`config.mk`:
```
export PLATFORM = sky130hd
export DESIGN_NAME = bus_timer_dev
export DESIGN_NICKNAME = d
export VERILOG_FILES = /design/src/rtl/bus_timer_dev.sv
export SDC_FILE = /design/constraint.sdc
export NUM_CORES = 1
export LEC_CHECK = 0
export BUFFER_PORTS_ARGS = -buffer_cell sky130_fd_sc_hd__buf_2
export CORE_MARGIN = 1.5
export CORE_UTILIZATION = 50
export CTS_CLUSTER_DIAMETER = 150
export DETAILED_ROUTE_END_ITERATION = 10
export GPL_TIMING_DRIVEN = 0
export PLACE_DENSITY = 0.71
export SYNTH_ARGS = -nofsm -noshare
export SYNTH_HDL_FRONTEND = slang
export SYNTH_SLANG_ARGS = --single-unit
export TNS_END_PERCENT = 5
```
`constraint.sdc`:
```
create_clock -name clk_i -period 3.6 [get_ports clk_i]
set_clock_uncertainty 0.1 [all_clocks]
set_input_delay 0.72 -clock clk_i [delete_from_list [all_inputs] [get_ports clk_i]]
set_output_delay 0.72 -clock clk_i [all_outputs]
set_load 0.03 [all_outputs]
```
`src/rtl/bus_timer_dev.sv`:
```
// Memory-mapped prescaled timer with compare match, optional auto-reload and a
// level interrupt. Register reads return pre-update contents one cycle later.
module bus_timer_dev #(
  parameter int          DataWidth    = 32,
  parameter int          AddressWidth = 32,
  parameter logic [31:0] ResetCompare = 32'hFFFF_FFFF
) (
  input  logic                    clk_i,
  input  logic                    rst_i,
  input  logic                    device_req_i,
  input  logic [AddressWidth-1:0] device_addr_i,
  input  logic                    device_we_i,
  input  logic [DataWidth-1:0]    device_wdata_i,
  output logic [DataWidth-1:0]    device_rdata_o,
  output logic                    timer_irq_o
);

  localparam logic [2:0] OffCtrl     = 3'd0;
  localparam logic [2:0] OffPrescale = 3'd1;
  localparam logic [2:0] OffCount    = 3'd2;
  localparam logic [2:0] OffCompare  = 3'd3;
  localparam logic [2:0] OffStatus   = 3'd4;

  logic [2:0]           ctrl_reg,     ctrl_next;
  logic [15:0]          prescale_reg, prescale_next;
  logic [DataWidth-1:0] count_reg,    count_next;
  logic [DataWidth-1:0] compare_reg,  compare_next;
  logic                 pend_reg,     pend_next;
  logic [15:0]          pcnt_reg,     pcnt_next;
  logic [DataWidth-1:0] rdata_reg,    rdata_next;
  logic                 irq_reg,      irq_next;

  logic [2:0] sel;
  logic       wr_en;
  logic       rd_en;
  logic       tick;
  logic       match;
  logic       unused_addr_bits;

  assign sel   = device_addr_i[4:2];
  assign wr_en = device_req_i & device_we_i;
  assign rd_en = device_req_i & ~device_we_i;

  // Only the register offset bits are decoded; the bus has already matched the base.
  assign unused_addr_bits = ^{device_addr_i[AddressWidth-1:5], device_addr_i[1:0]};

  assign tick  = ctrl_reg[0] && (pcnt_reg == prescale_reg);
  // A bus write to COUNT in a tick cycle suppresses the match entirely.
  assign match = tick && !(wr_en && sel == OffCount) && (count_reg == compare_reg);

  always_comb begin
    ctrl_next     = ctrl_reg;
    prescale_next = prescale_reg;
    count_next    = count_reg;
    compare_next  = compare_reg;
    pend_next     = pend_reg;
    pcnt_next     = pcnt_reg;
    rdata_next    = rdata_reg;

    if (!ctrl_reg[0]) begin
      pcnt_next = 16'd0;
    end else if (tick) begin
      pcnt_next = 16'd0;
    end else begin
      pcnt_next = pcnt_reg + 16'd1;
    end

    if (tick) begin
      if (match && ctrl_reg[2]) begin
        count_next = '0;
      end else begin
        count_next = count_reg + DataWidth'(1);
      end
    end

    if (wr_en) begin
      case (sel)
        OffCtrl:     ctrl_next = device_wdata_i[2:0];
        OffPrescale: begin
          prescale_next = device_wdata_i[15:0];
          pcnt_next     = 16'd0;
        end
        OffCount:    count_next   = device_wdata_i;
        OffCompare:  compare_next = device_wdata_i;
        OffStatus:   if (device_wdata_i[0]) pend_next = 1'b0;
        default:     ;
      endcase
    end

    // Set beats a same-cycle write-1-to-clear.
    if (match) begin
      pend_next = 1'b1;
    end

    if (rd_en) begin
      case (sel)
        OffCtrl:     rdata_next = {{(DataWidth-3){1'b0}}, ctrl_reg};
        OffPrescale: rdata_next = {{(DataWidth-16){1'b0}}, prescale_reg};
        OffCount:    rdata_next = count_reg;
        OffCompare:  rdata_next = compare_reg;
        OffStatus:   rdata_next = {{(DataWidth-1){1'b0}}, pend_reg};
        default:     rdata_next = '0;
      endcase
    end

    irq_next = pend_next & ctrl_next[1];
  end

  always_ff @(posedge clk_i or negedge rst_i) begin
    if (!rst_i) begin
      ctrl_reg     <= 3'd0;
      prescale_reg <= 16'd0;
      count_reg    <= '0;
      compare_reg  <= ResetCompare;
      pend_reg     <= 1'b0;
      pcnt_reg     <= 16'd0;
      rdata_reg    <= '0;
      irq_reg      <= 1'b0;
    end else begin
      ctrl_reg     <= ctrl_next;
      prescale_reg <= prescale_next;
      count_reg    <= count_next;
      compare_reg  <= compare_next;
      pend_reg     <= pend_next;
      pcnt_reg     <= pcnt_next;
      rdata_reg    <= rdata_next;
      irq_reg      <= irq_next;
    end
  end

  assign device_rdata_o = rdata_reg;
  assign timer_irq_o    = irq_reg;

endmodule

```
==> results of run 1 <==
-- report_power, final --
group | internal (mW) | switching (mW) | total, mW
registers | 1.81 | 0.265 | 2.08
logic | 0.521 | 0.708 | 1.23
clock network | 0.986 | 0.681 | 1.67
total | 3.32 | 1.65 | 4.97
-- worst min-delay path by stage --
stage	end	slack, ps	cells past startpoint
2_1_floorplan	count_reg[0]	320	0
3_3_place_gp	device_rdata_o[29]	360	2
3_5_place_dp	device_rdata_o[29]	370	2
4_1_cts	device_rdata_o[23]	240	1
5_1_grt	device_rdata_o[23]	280	1
6_report	device_rdata_o[28]	220	1
-- worst reg2reg max path, stage by stage (launching register included) --
cell and delay, ps:
dfrtp_1 430, xor2_1 200, nor4_2 640, and3_1 250, buf_4 160, nand2_2 160, nor2_2 470, buf_2 370
nor2_1 80
-- kinds of logic after synthesis --
| group | Yosys count | share of synthesized area |
|---|---|---|
| buf+inv | 49 | 0.0269 |
| xor+xnor | 76 | 0.0905 |
| flops | 133 | 0.458 |
| fa+ha+maj | 2 | 0.00340 |
| simple gates | 251 | 0.186 |
| compound gates | 117 | 0.101 |
| mux | 88 | 0.134 |
-- area by class of cell --
| type | instances | area (sq um) |
|---|---|---|
| clock inverter | 11 | 101 |
| sequential | 133 | 3370 |
| tap | 184 | 230 |
| inverter | 6 | 22.5 |
| timing repair buffer | 71 | 384 |
| clock buffer | 21 | 460 |
| fill | 1221 | 5890 |
| buffer | 43 | 175 |
| multi-input combinational | 534 | 3790 |
-- synth_stat cells (4+ instances only) --
master and n:
nor4_2 5, a41oi_1 4, xnor2_1 50, and2_1 10
o31ai_1 6, and4_1 4, and3_1 16, a21oi_1 21
nand3_1 15, dfstp_2 32, nor2_1 43, mux2_2 63
o21ai_0 37, nor3_1 17, a22oi_1 14, nand4_1 25
mux2i_1 23, o211ai_1 4, xor2_1 26, nand2_1 82
inv_1 6, buf_2 8, nor4_4 4, dfrtp_1 101
a31oi_1 13, clkbuf_1 31
-- per-layer routing --
| metal | GRT usage | up-vias |
|---|---|---|
| met3 | 0.0580 | 51 |
| li1 | - | 2749 |
| met4 | 0.108 | 0 |
| met1 | 0.384 | 3017 |
| met5 | 0 | - |
| met2 | 0.430 | 265 |
-- metrics by stage --
stage	hold WS [ps]	std cells
after global routing	278	1003
after global placement	356	970
after floorplan	324	716
final	218	1003
after CTS	240	1003
after detailed placement	366	971
==> flow_summary.toml, run 1 <==
[detailed_routing]
dr_wl_met3_microns = 1450
wl_met2_microns = 9820
firstDrtPassIters = 6
wl_per_cell_microns = 20.9
ant_nets = 0
drcViolationCount = 0
top_layer = "met4"
via_per_inst = 6.06
num_vias = 6082
drt_iter0_markers = 559
wl_met1_microns = 9240
finalWirelength_microns = 21000

[critical_path]
rr_worst_depth = 8
critPathBufInv = 2
critPathCapture = "count_reg[24]"
r2r_end = "count_reg[24]"
worstSetupPathType = "register to register"
cp-start-kind = "register"
crit_path_top_delay_cell = "nor4_2"
path_delay_family = "simple AND/OR/NAND/NOR gates"
crit_start = "pcnt_reg[2]"
r2r-start = "pcnt_reg[2]"
r2r_slack_ps = 630
cp.depth = 8
worstPathArrival_ps = 3190
endpoint_kind = "register"
required_ps = 3820
critPathMaxStageDelay_ps = 640
cp_cell_sequence = "xor2_1 > nor4_2 > and3_1 > buf_4 > nand2_2 > nor2_2 > buf_2 > nor2_1"
crit_fanout = 10

[floorplan]
die_h_microns = 124
boundaryPins = 101
row_count = 44
dieArea_sq_um = 15400
die-width_microns = 124
core_area_sq_um = 14400
initial_utilization = 0.510

[sta]
fin_tns_setup_ps = 0
worst_pin_slew_ps = 852
relSlewSlack = 0.432
setup_viol = 0
finalCritPeriodShare = 0.826
rsz0062_at_grt = "no"
hold_violations = 0
finalCriticalPeriod_ps = 2970
drv_slew = 0
clock.fmax_ghz = 0.336
worst_slack_ps = 626

[clock_tree]
postCtsResizedCells = 0
cts_inserted_buffers = 17
cts.clk_slew.worst_paths_ps = 60
clk_latency_ps = 440
h-tree-depth = 4
cts_tree = "built"
clk_path_buf_depth = 2
cts.hold.buffers_added = 0
cts.sinks = 133
cts_root_buffer = "clkbuf_16"
post_cts_buffers = 0

[logic_synthesis]
synth_edf_count = 0
ys_async_sr_fraction = 1.00
synth_top_area_share = 0.344
ys.flop_type = "dfrtp_1"
ys_warn_count = 0
syn_inst = 716
synth_seq_cells = 133
synth_area_leaders = "dfrtp_1, dfstp_2, mux2_2"
ys_seq_area_frac = 0.458
synth_cell_types = 61
avgSynthCellArea_sq_um = 10.3
synth_area_leader_cell = "dfrtp_1"
syn_area_sq_um = 7350
synth_nets = 786

[final_layout]
final_nets = 876
fin_util = 0.591
drive_gt1_frac = 0.282
final_area_sq_um = 8530
n_antenna_cell = 0
final_common_cell = "dfrtp_1"
area_growth_pct = 16.0
final_cell_mix = "dfrtp_1, nand2_1, buf_2"

[job]
maxCapViolCount = 0

[placed_design]
gp_congestion = 0.949
place_ws_ps = 496
io_buffer_count = 70
dpl_cell_area_sq_um = 7970
hpwl_microns = 15600

[global_route]
grt_pass1_wl_microns = 33300
grt_max_degree = 76
antenna_found_initial = 0
grt_overflow = 0
gr-usage-all-layers = 0.277
grt_pass1_vias = 6086

[hold_path]
holdCritPathClass = "input port to async pin"

[power_and_ir_drop]
power_mw = 4.97
ir_drop_mv = 0.379
leakagePower_nw = 3.62
powerDensity_nw_per_um2 = 583

[outcome]
status = "finished, final reports clean"
Power figures use the tool's default switching activity.
==> inputs of run 2 (changes only) <==
--- a/config.mk
+++ b/config.mk
@@ -11,7 +11,7 @@
 export CTS_CLUSTER_DIAMETER = 150
 export DETAILED_ROUTE_END_ITERATION = 10
 export GPL_TIMING_DRIVEN = 0
-export PLACE_DENSITY = 0.71
+export PLACE_DENSITY = 0.74
 export SYNTH_ARGS = -nofsm -noshare
 export SYNTH_HDL_FRONTEND = slang
 export SYNTH_SLANG_ARGS = --single-unit
==> constraint.sdc (replaced) <==
create_clock -name clk_i -period 2.5 [get_ports clk_i]
set_clock_uncertainty 0.1 [all_clocks]
set_input_delay 0.5 -clock clk_i [delete_from_list [all_inputs] [get_ports clk_i]]
set_output_delay 0.5 -clock clk_i [all_outputs]
set_load 0.03 [all_outputs]
==> run 2 against run 1 <==
  * The run now ends with setup timing left
  * Setup slack lost 660 ps
  * Power grew 49%
  * First-iteration DRC count shrank 3.4%
==> flow_summary.toml, run 2 (synthesized netlist as in run 1, its figures left out) <==
[final_layout]
fill_cells = 1233
final_common_cell = "dfrtp_1"
n_antenna_cell = 0
final_cell_mix = "dfrtp_1, nand2_1, buf_2"
final_nets = 886
area_growth_pct = 18.5
drive_gt1_frac = 0.296

[floorplan]
row_count = 44
core_area_sq_um = 14400
die-width_microns = 124
dieArea_sq_um = 15400
initial_utilization = 0.510
boundaryPins = 101
die_h_microns = 124

[critical_path]
r2r-start = "count_reg[9]"
rr_worst_depth = 6
critPathBufInv = 4
critPathCapture = "count_reg[25]"
cp.depth = 8
crit_fanout = 10
r2r_end = "count_reg[21]"
critPathMaxStageDelay_ps = 560
crit_start = "device_addr_i[4]"
endpoint_kind = "register"
crit_path_top_delay_cell = "clkbuf_1"
r2r_slack_ps = 30
cp-start-kind = "input port"
required_ps = 2750
path_delay_family = "buffers and inverters"
worstPathArrival_ps = 2790
worstSetupPathType = "input port to register"
cp_cell_sequence = "buf_2 > and3b_1 > and3b_1 > buf_2 > clkbuf_1 > clkbuf_1 > nand2_1 > a21oi_2"

[global_route]
grt_util_met2 = 0.408
grt_pass1_wl_microns = 32500
grt_pass1_vias = 5911
gr-max-usage-layer = "met2"
grt_max_degree = 89
grt_overflow = 0
met3_usage = 0.0657
gr-usage-all-layers = 0.273
antenna_found_initial = 0
grt_use_met1 = 0.381

[outcome]
status = "finished with violations"
violations = "setup timing"

[clock_tree]
cts_inserted_buffers = 17
cts_root_buffer = "clkbuf_16"
clk_latency_ps = 430
cts_tree = "built"
h-tree-depth = 4
cts.sinks = 133
clk_path_buf_depth = 2
cts.clk_slew.worst_paths_ps = 60

[placed_design]
hpwl_microns = 14700
io_buffer_count = 70
gp_congestion = 0.936

[power_and_ir_drop]
ir_drop_mv = 0.564
leakagePower_nw = 3.74
power_mw = 7.38
powerDensity_nw_per_um2 = 847

[detailed_routing]
num_vias = 6180
firstDrtPassIters = 5
drcViolationCount = 0
finalWirelength_microns = 20900
drt_iter0_markers = 540
ant_nets = 0
via_per_inst = 6.10
wl_per_cell_microns = 20.6

[job]
maxCapViolCount = 0

[sta]
fin_tns_setup_ps = -47.0
relSlewSlack = 0.468
hold_violations = 0
finalCriticalPeriod_ps = 2540
finalCritPeriodShare = 1.01
worst_pin_slew_ps = 795
drv_slew = 0
setup_viol = 3
clock.fmax_ghz = 0.394
worst_slack_ps = -37.1
rsz0062_at_grt = "yes"

[hold_path]
holdCritPathClass = "input port to register"
[run 2: cell count changes in the layout (fill, tap and decap cells not counted), moves of 2 or more]
| cell | delta |
|---|---|
| inv_6 | -2 |
| bufinv_16 | +2 |
| clkbuf_2 | +4 |
| clkbuf_4 | +2 |
| nor2_4 | +2 |
| buf_2 | -4 |
| buf_4 | +10 |
| nor4_4 | +2 |
| clkinvlp_4 | -3 |
| clkbuf_1 | -2 |
| nor4_2 | -2 |
[run 2: where the power goes]
part	total, mW	switching (mW)	internal [mW]
combinational	1.80	1.02	0.778
sequential	3.00	0.390	2.61
clock	2.59	0.946	1.64
[run 2: repair_timing]
action,4_1_cts,5_1_grt
hold buffers,1,0
pin swaps,3,6
resized for setup,6,14
hold endpoints to repair,30,0
setup buffers,3,6
endpoints found under the setup margin,42,41
[run 2: worst min path at each step]
stage | start | end | slack [ps] | cells past startpoint
5_1_grt | device_wdata_i[29] | count_reg[29] | 200 | 3
6_report | device_wdata_i[29] | count_reg[29] | 190 | 3
2_1_floorplan | rst_i | count_reg[0] | 100 | 0
3_5_place_dp | rst_i | device_rdata_o[25] | 360 | 1
4_1_cts | device_wdata_i[27] | count_reg[27] | 180 | 3
3_3_place_gp | device_rdata_o[26] | device_rdata_o[26] | 360 | 2
[run 2: cell type report]
cell class	instances	area, sq um	share of cell area
well taps	184	230	0.0264
inverters	6	22.5	0.00258
plain buffers	43	194	0.0223
multi-input cells	534	3830	0.440
clock buffers	23	478	0.0549
clock inverters	9	126	0.0145
flip-flops and latches	133	3370	0.387
repair buffers	81	462	0.0530
[run 2: worst min-delay path: stages]
cell and delay [ps]:
buf_2 90, nand2_1 40, o31ai_1 50
[run 2: metrics by stage]
step / util / instance area [sq um] / setup WS (ps) / cells / hold slack, ps
after global routing: 0.604 / 8710 / -60.5 / 1013 / 199
after floorplan: - / 7350 / 246 / 716 / 104
after CTS: 0.598 / 8630 / 9.68 / 1007 / 176
final: 0.604 / 8710 / -37.1 / 1013 / 191
after detailed placement: 0.552 / 7970 / -439 / 971 / 362
after global placement: 0.550 / 7930 / -1010 / 970 / 356
[run 2: metal layers]
layer,share of wire,routed length (microns)
met1,0.43,9010
met2,0.45,9430
met3,0.082,1710
met4,0.034,706
met5,0,0
